## src/rtl/key_sdram_tester.sv

```systemverilog
// Key-driven SDRAM burst tester: alternates write-pattern and read-compare bursts on each accepted press.
// Optional macro KEY_SDRAM_TESTER_ADDR_INC_EN advances the burst base address after every read burst.
module key_sdram_tester #(
    parameter int                ADDR_W       = 24,
    parameter int                DATA_W       = 16,
    parameter int                BURST_LEN    = 8,
    parameter logic [DATA_W-1:0] PATTERN_SEED = 16'h5A00
) (
    input  logic              clk,
    input  logic              rst_n,
    input  logic              key_vld,
    output logic              wr_req,
    input  logic              wr_ack,
    output logic [ADDR_W-1:0] wr_addr,
    input  logic              wr_data_req,
    output logic [DATA_W-1:0] wr_data,
    input  logic              wr_done,
    output logic              rd_req,
    input  logic              rd_ack,
    output logic [ADDR_W-1:0] rd_addr,
    input  logic [DATA_W-1:0] rd_data,
    input  logic              rd_data_vld,
    input  logic              rd_done,
    output logic              busy,
    output logic              next_rd,
    output logic              err
);

    localparam int              IDX_W    = $clog2(BURST_LEN + 1);
    localparam logic [IDX_W-1:0] IDX_LAST = IDX_W'(BURST_LEN);

    localparam logic [2:0] S_IDLE = 3'd0;
    localparam logic [2:0] S_WREQ = 3'd1;
    localparam logic [2:0] S_WBST = 3'd2;
    localparam logic [2:0] S_RREQ = 3'd3;
    localparam logic [2:0] S_RBST = 3'd4;

    logic [2:0]        state_q, state_d;
    logic              wr_req_q, wr_req_d;
    logic              rd_req_q, rd_req_d;
    logic [IDX_W-1:0]  idx_q, idx_d;
    logic [7:0]        pass_q, pass_d;
    logic [ADDR_W-1:0] base_q, base_d;
    logic              next_rd_q, next_rd_d;
    logic              err_q, err_d;
    logic [IDX_W-1:0]  wr_idx;

    function automatic logic [DATA_W-1:0] pat(input logic [7:0] p, input logic [IDX_W-1:0] i);
        return PATTERN_SEED + DATA_W'(p) + DATA_W'(i);
    endfunction

    // Overrun write requests keep replaying the final word of the burst.
    assign wr_idx  = (idx_q == IDX_LAST) ? IDX_LAST - IDX_W'(1) : idx_q;
    assign wr_data = (state_q == S_WBST) ? pat(pass_q, wr_idx) : '0;
    assign wr_req  = wr_req_q;
    assign rd_req  = rd_req_q;
    assign wr_addr = base_q;
    assign rd_addr = base_q;
    assign busy    = (state_q != S_IDLE);
    assign next_rd = next_rd_q;
    assign err     = err_q;

    always_comb begin
        state_d   = state_q;
        wr_req_d  = wr_req_q;
        rd_req_d  = rd_req_q;
        idx_d     = idx_q;
        pass_d    = pass_q;
        base_d    = base_q;
        next_rd_d = next_rd_q;
        err_d     = err_q;
        case (state_q)
            S_IDLE: begin
                if (key_vld) begin
                    idx_d = '0;
                    if (next_rd_q) begin
                        state_d  = S_RREQ;
                        rd_req_d = 1'b1;
                    end else begin
                        state_d  = S_WREQ;
                        wr_req_d = 1'b1;
                    end
                end
            end
            S_WREQ: begin
                if (wr_ack) begin
                    state_d  = S_WBST;
                    wr_req_d = 1'b0;
                end
            end
            S_WBST: begin
                if (wr_data_req) begin
                    if (idx_q == IDX_LAST) err_d = 1'b1;
                    else                   idx_d = idx_q + IDX_W'(1);
                end
                if (wr_done) begin
                    if (idx_q != IDX_LAST) err_d = 1'b1;
                    state_d   = S_IDLE;
                    next_rd_d = 1'b1;
                end
            end
            S_RREQ: begin
                if (rd_ack) begin
                    state_d  = S_RBST;
                    rd_req_d = 1'b0;
                end
            end
            S_RBST: begin
                if (rd_data_vld) begin
                    if (idx_q == IDX_LAST) begin
                        err_d = 1'b1;
                    end else begin
                        if (rd_data != pat(pass_q, idx_q)) err_d = 1'b1;
                        idx_d = idx_q + IDX_W'(1);
                    end
                end
                if (rd_done) begin
                    if (idx_q != IDX_LAST) err_d = 1'b1;
                    state_d   = S_IDLE;
                    next_rd_d = 1'b0;
                    pass_d    = pass_q + 8'd1;
`ifdef KEY_SDRAM_TESTER_ADDR_INC_EN
                    base_d    = base_q + ADDR_W'(BURST_LEN);
`else
                    base_d    = '0;
`endif
                end
            end
            default: state_d = S_IDLE;
        endcase
    end

    always_ff @(posedge clk or negedge rst_n) begin
        if (!rst_n) begin
            state_q   <= S_IDLE;
            wr_req_q  <= 1'b0;
            rd_req_q  <= 1'b0;
            idx_q     <= '0;
            pass_q    <= '0;
            base_q    <= '0;
            next_rd_q <= 1'b0;
            err_q     <= 1'b0;
        end else begin
            state_q   <= state_d;
            wr_req_q  <= wr_req_d;
            rd_req_q  <= rd_req_d;
            idx_q     <= idx_d;
            pass_q    <= pass_d;
            base_q    <= base_d;
            next_rd_q <= next_rd_d;
            err_q     <= err_d;
        end
    end

endmodule

```

## config.mk

```make
export PLATFORM = sky130hd
export DESIGN_NAME = key_sdram_tester
export DESIGN_NICKNAME = d
export VERILOG_FILES = /design/src/rtl/key_sdram_tester.sv
export SDC_FILE = /design/constraint.sdc
export NUM_CORES = 1
export LEC_CHECK = 0
export ABC_AREA = 1
export ABC_CLOCK_PERIOD_IN_PS = 3850
export CAP_MARGIN = 25
export CORE_ASPECT_RATIO = 1.75
export CORE_MARGIN = 4
export CORE_UTILIZATION = 43
export DETAILED_ROUTE_END_ITERATION = 8
export MAX_ROUTING_LAYER = met4
export PLACE_DENSITY = 0.81
export SLEW_MARGIN = 20
export SYNTH_ARGS = -nofsm -noshare
export SYNTH_HDL_FRONTEND = slang
export SYNTH_SLANG_ARGS = --single-unit
```

## constraint.sdc

```tcl
create_clock -name clk -period 3.85 [get_ports clk]
set_clock_uncertainty 0.15 [all_clocks]
set_input_delay 0.77 -clock clk [delete_from_list [all_inputs] [get_ports clk]]
set_output_delay 0.77 -clock clk [all_outputs]
set_load 0.005 [all_outputs]
```

==> summary.md <==
| Metric | Value |
|---|---|
| Largest net degree at the start of global routing | `20` |
| CTS tree | `done` |
| H-tree lvl count | `1` |
| Max clock buf depth | `2` |
| GR Util All Layers | `0.1677` |
| Synth warn | `0` |
| Internal reg-to-reg setup slack | `1.52 ns` |
| RD Place Congestion | `0.8645` |
| GRT overflow | `0` |
| Die Ht | `102.6 um` |
| First-pass GRT wire length | `8031 um` |
| Worst slew margin | `0.3940` |
| XOR/XNOR Fraction of Synth Area | `0.04382` |
| Synth async-reset ratio | `1.000` |
| Layout cells sized above 1 | `0.1168` |
| Buffers on Ports | `42` |
| Register area share after synthesis | `0.2163` |
| Placed Cells | `415` |
| Simple-gate share of the synthesized area | `0.2982` |
| Row count | `34` |
| Post-synthesis mux area share | `0` |
| Tightest Pin Transition | `0.9062 ns` |
| Synthesized area | `2198 um2` |
| Inserted Clock Buffers | `3` |
| Placeable Area | `4977 um2` |
| Post-synth EDFFs | `0` |
| Starting Density | `0.4417` |
| CTS Sinks | `19` |
| Critical Path AT | `2.73 ns` |
| Area Growth Syn to Fin | `16.62%` |
| Main combinational cell family by area after synthesis | `simple AND/OR/NAND/NOR gates` |
| Synth top area cells | `dfrtp_1 22%, buf_4 19%, nand2_1 12%, inv_1 7.0%, ha_1 6.3%` |
| Crit share post-route | `0.9482` |
| Setup-failing EPs final | `0` |
| Area fraction in compound gates after synthesis | `0.08196` |
| Synth Instances | `325` |
| Hold Path Class | `reg2reg` |
| Synth top cells by count | `69 x nand2_1, 55 x buf_4, 41 x inv_1` |
| Final Critical Period | `3.651 ns` |
| Pre-CTS setup slack | `0.1678 ns` |
| DRT Pass-1 Iters | `5` |
| Worst Setup Slack, final | `0.1993 ns` |
| Worst vdd ir | `0.4259 mV` |
| FMAX | `273.9 MHz` |
| Final Core Density | `0.5151` |
| Hold_sp | `wr_req` |
| Cell Chain, Critical Path | `inv_2 -> ha_2 -> nand3_4 -> nand2_1 -> ha_2 -> inv_1 -> fa_1 -> inv_2 -> nand3_1 -> nand2_2 -> nand2_1 -> o21ai_2 -> nor2_1 -> clkdlybuf4s50_1` |
| Routed vias/inst | `4.668` |
| Primary FF master, synth | `dfrtp_1` |
| Adder and majority gate portion of the synthesized area | `0.08082` |
| Avg Cell Area, Syn | `6.764 um2` |
| Post-layout nets | `407` |
| Max stage delay on crit path | `0.44 ns` |
| # DRC | `0` |
| Most common cell in the netlist | `nand2_1` |
| Final cell count without fillers | `422` |
| DR iter-0 viols | `74` |
| Initial antenna violation count | `0` |
| P_leak | `1.392 nW` |
| Cell Pwr Density | `505.4 nW/um2` |
| I/O pin count | `94` |
| CP Capture Type | `output pin` |
| CP Launch Point | `idx_q[0]` |
| Die area | `6366 um2` |
| Post-Route WL | `4997 um` |
| Hold_buf cts | `0` |
| Flops & latches, synth | `19` |
| Number of max-cap violations | `0` |
| Worst-path clk slew | `0.08 ns` |
| CTS root buf | `clkbuf_8` |
| Vias in the first global route | `1,908` |
| Status | `finished clean` |
| Pins Over Slew Limit | `0` |
| Antenna Cells | `0` |
| Hpwl dp | `4102 um` |
| Reg2reg start | `pass_q[0]` |
| Post-route ant nets | `0` |
| Synth top area share | `0.2163` |
| Worst skew pair latency | `0.25 ns` |
| Largest area contributor in the netlist | `dfrtp_1` |
| Vias after detailed routing | `1,970` |
| Crit path kind | `reg2out` |
| Wire per inst | `11.84 um` |
| Die W | `62.05 um` |
| Fin. Hold Viols | `0` |
| Setup crit start kind | `register` |
| Worst Path Max Fanout | `6` |
| Pwr Total | `0.001296 W` |
| Critical path required time | `2.93 ns` |
| Slowest cell on crit path | `clkdlybuf4s50_1` |
| Library cells used by synthesis | `35` |
[layout make-up]
class	count	area [um2]
flip-flops and latches	19	476.7
fillers	494	2414
well taps	54	67.56
multi-input cells	249	1339
repair buffers	45	442.9
clock buffers	3	41.29
clock inverters	1	5.005
inverters	51	191.4
[registers in the layout, indices dropped and copies added, names as in the netlist]
| register | flops |
|---|---|
| err | 1 |
| idx_q | 4 |
| next_rd | 1 |
| pass_q | 8 |
| rd_req | 1 |
| state_q | 3 |
| wr_req | 1 |
[where the power goes]
part           leakage, nW  internal, W  switching (W)
Clock               0.0255    0.0000719      0.0000687
Combinational         1.13     0.000364       0.000466
Sequential           0.233     0.000257      0.0000670
[metrics by stage]
step / hold WS (ns) / TNS (ns) / cell area (um2)
3_5_place_dp: 0.3845 / 0 / 2456
3_3_place_gp: 0.3753 / 0 / 2456
5_1_grt: 0.4266 / -0.01503 / 2564
4_1_cts: 0.4078 / 0 / 2514
6_report: 0.3975 / 0 / 2564
2_1_floorplan: 0.3244 / 0 / 2386
[cell families after synthesis]
family	count (synthesis)
and+or+nand+nor	143
buffers and inverters	107
AOI/OAI and AO/OA	31
DFF	19
adders and majority gates	13
xor gates and xnor gates	11
other	1
[metal layers]
metal / share of wire / up-vias / wire length [um] / track usage
met3: 0.075 / 26 / 377 / 0.02506
met5: 0 / - / 0 / -
met4: 0.046 / 0 / 229 / 0.09477
met2: 0.54 / 96 / 2708 / 0.2931
met1: 0.34 / 858 / 1682 / 0.1689
li1: - / 990 / - / -
[placed cells by master (no fill, tap or decap), types with 2 or more instances in the layout]
| cell type | n |
|---|---|
| a31oi_1 | 3 |
| xor2_1 | 8 |
| dfrtp_1 | 18 |
| ha_1 | 9 |
| ha_2 | 2 |
| inv_2 | 11 |
| o21ai_2 | 2 |
| a21oi_2 | 2 |
| nand2_2 | 4 |
| clkbuf_8 | 3 |
| nor2_2 | 3 |
| o21ai_1 | 4 |
| inv_1 | 38 |
| clkinv_1 | 2 |
| nand2_1 | 68 |
| nand2_4 | 3 |
| fa_1 | 2 |
| buf_4 | 3 |
| clkdlybuf4s50_1 | 42 |
| nor2_1 | 29 |
| xnor2_1 | 3 |
| o22ai_1 | 3 |
| nand3_1 | 23 |
| nand3_2 | 2 |
| conb_1 | 51 |
| a21oi_1 | 7 |
| nor3_1 | 2 |
| o21ai_0 | 8 |
[repair_timing]
action / CTS / global route
hold endpoints to repair: 0 / 0
resized for setup: 2 / 13
pin swaps: 0 / 1
setup buffers: 1 / 2
endpoints found under the setup margin: 3 / 6
[worst paths after layout]
path                         endpoint  cells after the start
setup / recovery           wr_data[6]                     14
hold / removal                 wr_req                      2
setup reg to reg                  err                     14
hold reg to reg                wr_req                      2
max in group asynchronous    idx_q[1]                      1
min in group asynchronous     next_rd                      1
[critical path: cells and delay by family (launching register included)]
| kind | cells | cell delay (ns) |
|---|---|---|
| simple gates | 6 | 0.55 |
| buf+inv | 4 | 0.64 |
| compound gates | 1 | 0.13 |
| flops | 1 | 0.42 |
| fa+ha+maj | 3 | 0.74 |
No activity file was read; power rests on OpenSTA's default activity.
